## src/rtl/shake_pkg.sv

```systemverilog
// Shared types and constants for the SHAKE core: hash mode, rate sizes and
// the output-side controller state encoding.
package shake_pkg;

  typedef enum logic {
    SHAKE128 = 1'b0,
    SHAKE256 = 1'b1
  } mode_t;

  localparam int unsigned RATE128_WORDS = 21;
  localparam int unsigned RATE256_WORDS = 17;

  typedef enum logic [1:0] {
    IDLE       = 2'd0,
    WAIT_BLOCK = 2'd1,
    DUMP       = 2'd2
  } state_t;

endpackage

```

## src/rtl/dump_fsm_output_piso.sv

```systemverilog
// Parallel-in/serial-out word buffer for one squeezed rate block.
// Shifting moves word 1 into word 0 and fills the top word with zeros.
module output_piso #(
  parameter int unsigned W     = 64,
  parameter int unsigned DEPTH = 21
) (
  input  logic             clk,
  input  logic             clr,
  input  logic             load,
  input  logic             shift,
  input  logic [DEPTH*W-1:0] din,
  output logic [W-1:0]     word0
);

  logic [W-1:0] mem [DEPTH];

  always_ff @(posedge clk or posedge clr) begin
    if (clr) begin
      for (int unsigned i = 0; i < DEPTH; i++) mem[i] <= '0;
    end else if (load) begin
      for (int unsigned i = 0; i < DEPTH; i++) mem[i] <= din[i*W +: W];
    end else if (shift) begin
      for (int unsigned i = 0; i + 1 < DEPTH; i++) mem[i] <= mem[i+1];
      mem[DEPTH-1] <= '0;
    end
  end

  assign word0 = mem[0];

endmodule

```

## src/rtl/dump_fsm.sv

```systemverilog
// SHAKE output controller: streams squeezed rate blocks as W-bit words until
// the requested length is exhausted. Define DUMP_MASK_TAIL_EN to zero the
// unused bits of a partial final word.
module dump_fsm
  import shake_pkg::*;
#(
  parameter int unsigned W              = 64,
  parameter int unsigned MAX_RATE_WORDS = 21,
  parameter int unsigned LEN_W          = 32
) (
  input  logic                        clk,
  input  logic                        rst,
  input  logic                        start_i,
  output logic                        start_ready_o,
  input  logic [LEN_W-1:0]            output_length_i,
  input  logic                        mode_i,
  input  logic                        block_valid_i,
  input  logic [MAX_RATE_WORDS*W-1:0] block_i,
  output logic                        block_ready_o,
  output logic                        squeeze_request_o,
  output logic                        valid_o,
  input  logic                        ready_i,
  output logic [W-1:0]                data_o,
  output logic                        last_o,
  output logic                        done_o
);

  localparam int unsigned CNT_W = $clog2(MAX_RATE_WORDS + 1);

  state_t           state;
  mode_t            mode;
  logic [LEN_W-1:0] remaining;
  logic [CNT_W-1:0] word_cnt;
  logic [W-1:0]     raw_word;
  logic             is_last;

  assign start_ready_o = (state == IDLE);
  assign block_ready_o = (state == WAIT_BLOCK);
  assign valid_o       = (state == DUMP);
  assign is_last       = (remaining <= LEN_W'(W));
  assign last_o        = valid_o && is_last;

  output_piso #(
    .W     (W),
    .DEPTH (MAX_RATE_WORDS)
  ) u_piso (
    .clk   (clk),
    .clr   (rst),
    .load  (block_ready_o && block_valid_i),
    .shift (valid_o && ready_i),
    .din   (block_i),
    .word0 (raw_word)
  );

  always_ff @(posedge clk or posedge rst) begin
    if (rst) begin
      state             <= IDLE;
      mode              <= SHAKE128;
      remaining         <= '0;
      word_cnt          <= '0;
      done_o            <= 1'b0;
      squeeze_request_o <= 1'b0;
    end else begin
      done_o            <= 1'b0;
      squeeze_request_o <= 1'b0;
      unique case (state)
        IDLE: begin
          if (start_i) begin
            mode      <= mode_t'(mode_i);
            remaining <= output_length_i;
            if (output_length_i == '0) done_o <= 1'b1;
            else                       state  <= WAIT_BLOCK;
          end
        end
        WAIT_BLOCK: begin
          if (block_valid_i) begin
            word_cnt <= (mode == SHAKE256) ? CNT_W'(RATE256_WORDS) : CNT_W'(RATE128_WORDS);
            state    <= DUMP;
          end
        end
        DUMP: begin
          if (ready_i) begin
            word_cnt  <= word_cnt - CNT_W'(1);
            // remaining <= W covers the saturating case of the subtraction
            remaining <= is_last ? '0 : remaining - LEN_W'(W);
            if (is_last) begin
              state  <= IDLE;
              done_o <= 1'b1;
            end else if (word_cnt == CNT_W'(1)) begin
              squeeze_request_o <= 1'b1;
              state             <= WAIT_BLOCK;
            end
          end
        end
        default: state <= IDLE;
      endcase
    end
  end

`ifdef DUMP_MASK_TAIL_EN
  localparam int unsigned   TAIL_W   = $clog2(W);
  localparam logic [W-1:0]  ALL_ONES = '1;
  logic [TAIL_W-1:0] tail;

  assign tail = remaining[TAIL_W-1:0];

  always_comb begin
    data_o = raw_word;
    if (last_o && tail != '0) data_o = raw_word & ~(ALL_ONES << tail);
  end
`else
  assign data_o = raw_word;
`endif

endmodule
```

## config.mk

```make
export PLATFORM = sky130hd
export DESIGN_NAME = dump_fsm
export DESIGN_NICKNAME = d
export VERILOG_FILES = /design/src/rtl/shake_pkg.sv /design/src/rtl/dump_fsm_output_piso.sv /design/src/rtl/dump_fsm.sv
export SDC_FILE = /design/constraint.sdc
export NUM_CORES = 2
export LEC_CHECK = 0
export CORE_AREA = 4 4 564 566
export CTS_BUF_LIST = sky130_fd_sc_hd__clkbuf_8
export CTS_CLUSTER_DIAMETER = 80
export DETAILED_ROUTE_END_ITERATION = 12
export DIE_AREA = 0 0 568 570
export PLACE_DENSITY_LB_ADDON = 0.1
export SYNTH_ARGS = -nofsm -noshare
export SYNTH_HDL_FRONTEND = slang
export SYNTH_HIERARCHICAL = 1
export SYNTH_SLANG_ARGS = --single-unit
```

## constraint.sdc

```tcl
create_clock -name clk -period 139.5 [get_ports clk]
set_input_delay 20.925 -clock clk [delete_from_list [all_inputs] [get_ports clk]]
set_output_delay 20.925 -clock clk [all_outputs]
set_load 0.01 [all_outputs]
```

-- After elaboration in Yosys (flattened, before gate mapping)
Cells that the tools add are included.
- add/sub/neg operators: 2
- $mul: 0
- div/mod/pow operators: 0
- magnitude comparators: 1
- equality and inequality tests: 8
- shift operators: 0
- multiplexer cells: 26
- bitwise logic cells: 0
- reductions and logical operators: 12
- operator list (cell ; count):
    $mux 1344 ; 2
    $mux 32 ; 3
    $pmux 32 s2 ; 1
    $le 32x7->1 const B ; 1
    $logic_not 32->1 ; 1
    $sub 32x7->32 const B ; 1
    $mux 2 ; 6
    $mux 5 ; 2
    $pmux 5 s2 ; 1
    $mux 1 ; 8
    $ne 2x2->1 const B ; 3
    $pmux 2 s3 ; 1
    $reduce_and 3->1 ; 2
    $reduce_bool 2->1 ; 3
    $eq 5x1->1 const B ; 1
    $reduce_and 5->1 ; 1
    $sub 5x1->5 const B ; 1
    $logic_and 1x1->1 ; 3
    $mux 3 ; 1
    $ne 3x1->1 const B ; 1
    $eq 2x1->1 const B ; 1
    $eq 2x2->1 const B ; 1
    $logic_not 2->1 ; 1
    $ne 2x1->1 const B ; 1
    2 further kinds ; 2
- flip-flop bits (word level): 1386
- bits in latches: 0
- memory bits (writable): 0
- memory bits (read-only): 0
- bits of input ports: 1382
- output and inout port bits: 70
- logic and storage cells: 76
- memories kept: 0

-- Longest topological paths before layout
- word-level depth: 5
- depth in mapped cells: 10
- gate-level depth less buffers: 7

-- Cells and area by module
Netlist, hierarchy kept.
- by module, submodules not included (module ; instances ; cells an instance ; area an instance (µm²) ; seq. area each (µm²)):
    output_piso ; 1 ; 5890 ; 62324.8 ; 33632.3
    dump_fsm ; 1 ; 301 ; 2666.3 ; 1051.0

-- Least setup slack after synthesis
OpenSTA, ideal clock, no wires.
- path kind: flip-flop to output port
- start: reg remaining[17]
- end: out last_o
- data arrival time: 2302 ps
- data required time: 118575 ps
- slack: 116273 ps
- cell stages (with the launch flop): 6
- path buffers: 1
- path through: dfrtp_1 or4_4 or4b_4 nor4_4 buf_6 and2_1
- cells in the longest elaborated chain, start to end: 2
- ends and longest elaborated chain (what ; line ; text):
    start: declaration ; dump_fsm.sv:32 ; logic [LEN_W-1:0] remaining;
    start signal: assignment ; dump_fsm.sv:70 ; remaining <= output_length_i;
    start signal: assignment ; dump_fsm.sv:85 ; remaining <= is_last ? '0 : remaining - LEN_W'(W);
    $le 32x7->1 ; dump_fsm.sv:40 ; assign is_last = (remaining <= LEN_W'(W));
    $logic_and 1x1->1 ; dump_fsm.sv:41 ; assign last_o = valid_o && is_last;
    end: declaration ; dump_fsm.sv:24 ; output logic last_o,
No other way between the ends.

-- Worst setup path in the final report
- start: in block_valid_i
- end: reg u_piso/mem[947] (netlist name)
- cells in the longest elaborated chain, start to end: 2
- ends and longest elaborated chain (what ; line ; text):
    start: declaration ; dump_fsm.sv:17 ; input logic block_valid_i,
    $logic_and 1x1->1 (*) ; dump_fsm.sv:49 ; .load (block_ready_o && block_valid_i),
    $mux 1344 / $reduce_bool 2->1 (equally long branches) ; - ;
    end signal: indexed assignment ; dump_fsm_output_piso.sv:24 ; mem[DEPTH-1] <= '0;
    end: declaration ; dump_fsm_output_piso.sv:15 ; logic [W-1:0] mem [DEPTH];
Every way passes the cells marked *; elsewhere a longest branch is shown, timed or not.
A chain may end at the register's enable or synchronous reset.

==> run_results.csv <==
group,metric,value,unit
sta,setup-tns-final,0,ns
synth,avgSynthCellArea,10.5,sq um
synth,yosysTopAreaCell,"dfrtp_1",
worst_hold_path,worstHoldStart,"remaining[1]$_DFFE_PP0P_",
detailed_routing,drtIter0Drc,3387,
clocking,cts_setup_buffers,0,
detailed_routing,totalWireLength,299,mm
global_routing,grt_pass1_wl,418,mm
setup_path,cp.arrival,28.18,ns
die,dieArea,0.324,sq mm
power,total_leakage_power,0.0340,uW
setup_path,r2r_cells,11,
sta,period_needed,27.33,ns
clocking,clockBufferDepth,4,
detailed_routing,wire_per_inst,25.1,um
sta,tightest_slew,1.24,ns
sta,relSlewSlack,0.175,
synth,synth_compound_area_frac,0.113,
detailed_routing,first_pass_iters,5,
cells_and_area,nNetsFinal,8856,
synth,yosysWarnings,6,
clocking,cts_sinks,1386,
synth,synth_area_leaders,"dfrtp_1, mux2i_1, o21ai_1",
sta,period_share,0.196,
cells_and_area,area_growth_syn_to_layout,34.3,%
synth,synth.area.mux_share,0.197,
synth,synth_most_common_cell,"dfrtp_1",
die,design.portCount,1452,
sta,rsz0062_at_grt,"false",
die,die_w,568,um
global_routing,grt_overflow,0,
global_routing,antenna_found_initial,228,
detailed_routing,drc,0,
clocking,clkTransAtPathRegs,0.06,ns
sta,hold_viol,0,
place,globalplace.congestion,0.804,
detailed_routing,viasPerCell,4.34,
synth,synth_edf_count,0,
clocking,cts_resized,0,
power,power_density,19.5,mW/mm^2
synth,synth-xor-area-share,0.000270,
global_routing,grt_max_degree,238,
die,core,0.314,sq mm
setup_path,critPathLaunchType,"input pin",
setup_path,cp_data_required_time,140.35,ns
synth,syn_inst,6191,
synth,synthSimpleGateAreaFrac,0.0958,
die,start_util,0.207,
synth,synthAdderAreaFrac,0.000770,
flow_run,max_cap_violations,0,
setup_path,rrSetupSlack,131.98,ns
cells_and_area,utilization,0.278,
cells_and_area,drive_above_1_share,0.0606,
worst_hold_path,hold_path_depth,1,
synth,yosys-top-cells-count,"dfrtp_1, nand2_1, mux2i_1, o21ai_1, clkbuf_1",
clocking,cts_hold_buf,0,
clocking,clock_latency,0.97,ns
setup_path,cp_max_fo,237,
synth,syn_nets,7577,
setup_path,timing.rr.end,"u_piso/mem[947]$_DFFE_PP0P_",
sta,setup_violations,0,
synth,yosysUniqueCellTypes,57,
synth,synth_top_area_frac,0.534,
clocking,htree_levels,5,
clocking,cts_tree,"built",
clocking,clockRootBuffer,"clkbuf_8",
setup_path,path_class,"in -> reg",
detailed_routing,drtAntennaViolNets,0,
global_routing,grt_pass1_vias,52963,
sta,fin_worst_skew,0.0584,ns
worst_hold_path,hold_class,"reg -> reg",
power,ir_drop,9.78,uV
outcome,status,"finished, final reports clean",
sta,slew_viol_final,0,
synth,synth_top_family_by_area,"multiplexers",
sta,max_freq,36.6,MHz
setup_path,end_kind,"register",
die,rows,206,
global_routing,groute.usage.overall,0.177,
place,dp_hpwl,227,mm
synth,synth_seq_cells,1386,
detailed_routing,vias,51570,
setup_path,r2r-start,"state[0]$_DFFE_PP0P_",
clocking,cts-buffers-inserted,289,
synth,synth_top_flop_cell,"dfrtp_1",
synth,synth_area,0.0650,sq mm
synth,ys_seq_area_frac,0.534,
die,die_h,570,um
synth,synthArstFlopShare,1.00,
place,io_buffers,1451,
worst_hold_path,hold_end,"remaining[1]$_DFFE_PP0P_",
cells_and_area,nFillCells,33311,
[worst max-delay path by stage]
stage | start | end | slack, ns | depth (start not counted)
final | block_valid_i | u_piso/mem[947]$_DFFE_PP0P_ | 112.17 | 12
after global routing | block_valid_i | u_piso/mem[1084]$_DFFE_PP0P_ | 111.50 | 12
after global placement | block_valid_i | u_piso/mem[1276]$_DFFE_PP0P_ | 111.11 | 11
after floorplan | rst | u_piso/mem[0]$_DFFE_PP0P_ | 80.69 | 1
after CTS | block_valid_i | u_piso/mem[947]$_DFFE_PP0P_ | 112.15 | 12
after detailed placement | block_valid_i | u_piso/mem[1084]$_DFFE_PP0P_ | 111.03 | 12
[cells by family (layout without fill, tap and decap cells)]
kind of cell	count (synthesis)	count (layout)
multiplexers	1282	1282
other	0	45
AND/OR/NAND/NOR	1545	1545
flip-flops	1386	1386
adder cells (fa/ha/maj)	4	4
XOR/XNOR	2	2
buffers and inverters	543	2029
AO/OA/AOI/OAI	1429	1429
[cell usage in the layout (no fill, tap or decap), drive strengths merged, types with 45 or more instances in the layout]
master,count
buf,68
clkdlybuf4s50,1451
o21ai,1359
nand2,1376
nand2b,67
mux2i,1281
inv,139
dfrtp,1386
clkbuf,351
diode,45
[registers in the layout, indices dropped and copies added (netlist names)]
name / flops
u_piso/word0: 64
remaining: 32
squeeze_request_o: 1
u_piso/mem: 1280
done_o: 1
mode: 1
word_cnt: 5
state: 2
[per-stage QoR]
| step | std cells | power, uW | setup WS, ns | instance area (sq um) | hold WS (ns) |
|---|---|---|---|---|---|
| final | 11882 | 1700 | 112.17 | 87300 | 0.503 |
| after global routing | 11856 | 1830 | 111.50 | 87200 | 0.523 |
| after CTS | 11837 | 1740 | 112.15 | 87200 | 0.503 |
| after detailed placement | 11339 | 1290 | 111.03 | 81600 | 0.490 |
| after global placement | 11339 | 1280 | 111.11 | 81600 | 0.486 |
| after floorplan | 6191 | 1100 | 80.69 | 65000 | 0.431 |
[power by group]
part,leakage (uW),internal [uW],switching (uW),total [uW]
Combinational,0.0133,251,282,532
Clock,0.00327,228,199,427
Sequential,0.0175,588,157,744
[cell type report]
| cell class | count | area (sq um) | share of cell area |
|---|---|---|---|
| sequential | 1386 | 34700 | 0.397 |
| multi-input combinational | 4262 | 26500 | 0.303 |
| timing repair buffer | 1519 | 15200 | 0.174 |
| tap | 4160 | 5200 | 0.0596 |
| clock buffer | 351 | 4830 | 0.0553 |
| clock inverter | 147 | 751 | 0.00860 |
| antenna | 45 | 113 | 0.00129 |
| inverter | 12 | 67.6 | 0.000774 |
[metal layers]
| metal | vias up | wire [um] | global-route usage | share of wire |
|---|---|---|---|---|
| met5 | - | 1080 | 0 | 0.0036 |
| li1 | 24068 | - | - | - |
| met4 | 176 | 6260 | 0.0397 | 0.021 |
| met3 | 618 | 25000 | 0.0652 | 0.084 |
| met2 | 1751 | 133000 | 0.275 | 0.44 |
| met1 | 24957 | 133000 | 0.235 | 0.45 |
[critical path, cell delays in order]
cell and delay, ns:
clkdlybuf4s50_1 0.52, nand3b_1 0.25, inv_8 0.59, buf_4 0.81, buf_4 0.70, buf_4 0.61, buf_4 0.71, buf_4 0.80
buf_4 0.80, buf_12 0.74, nand2_1 0.15, o21ai_1 0.12
Power figures use the tool's default switching activity.
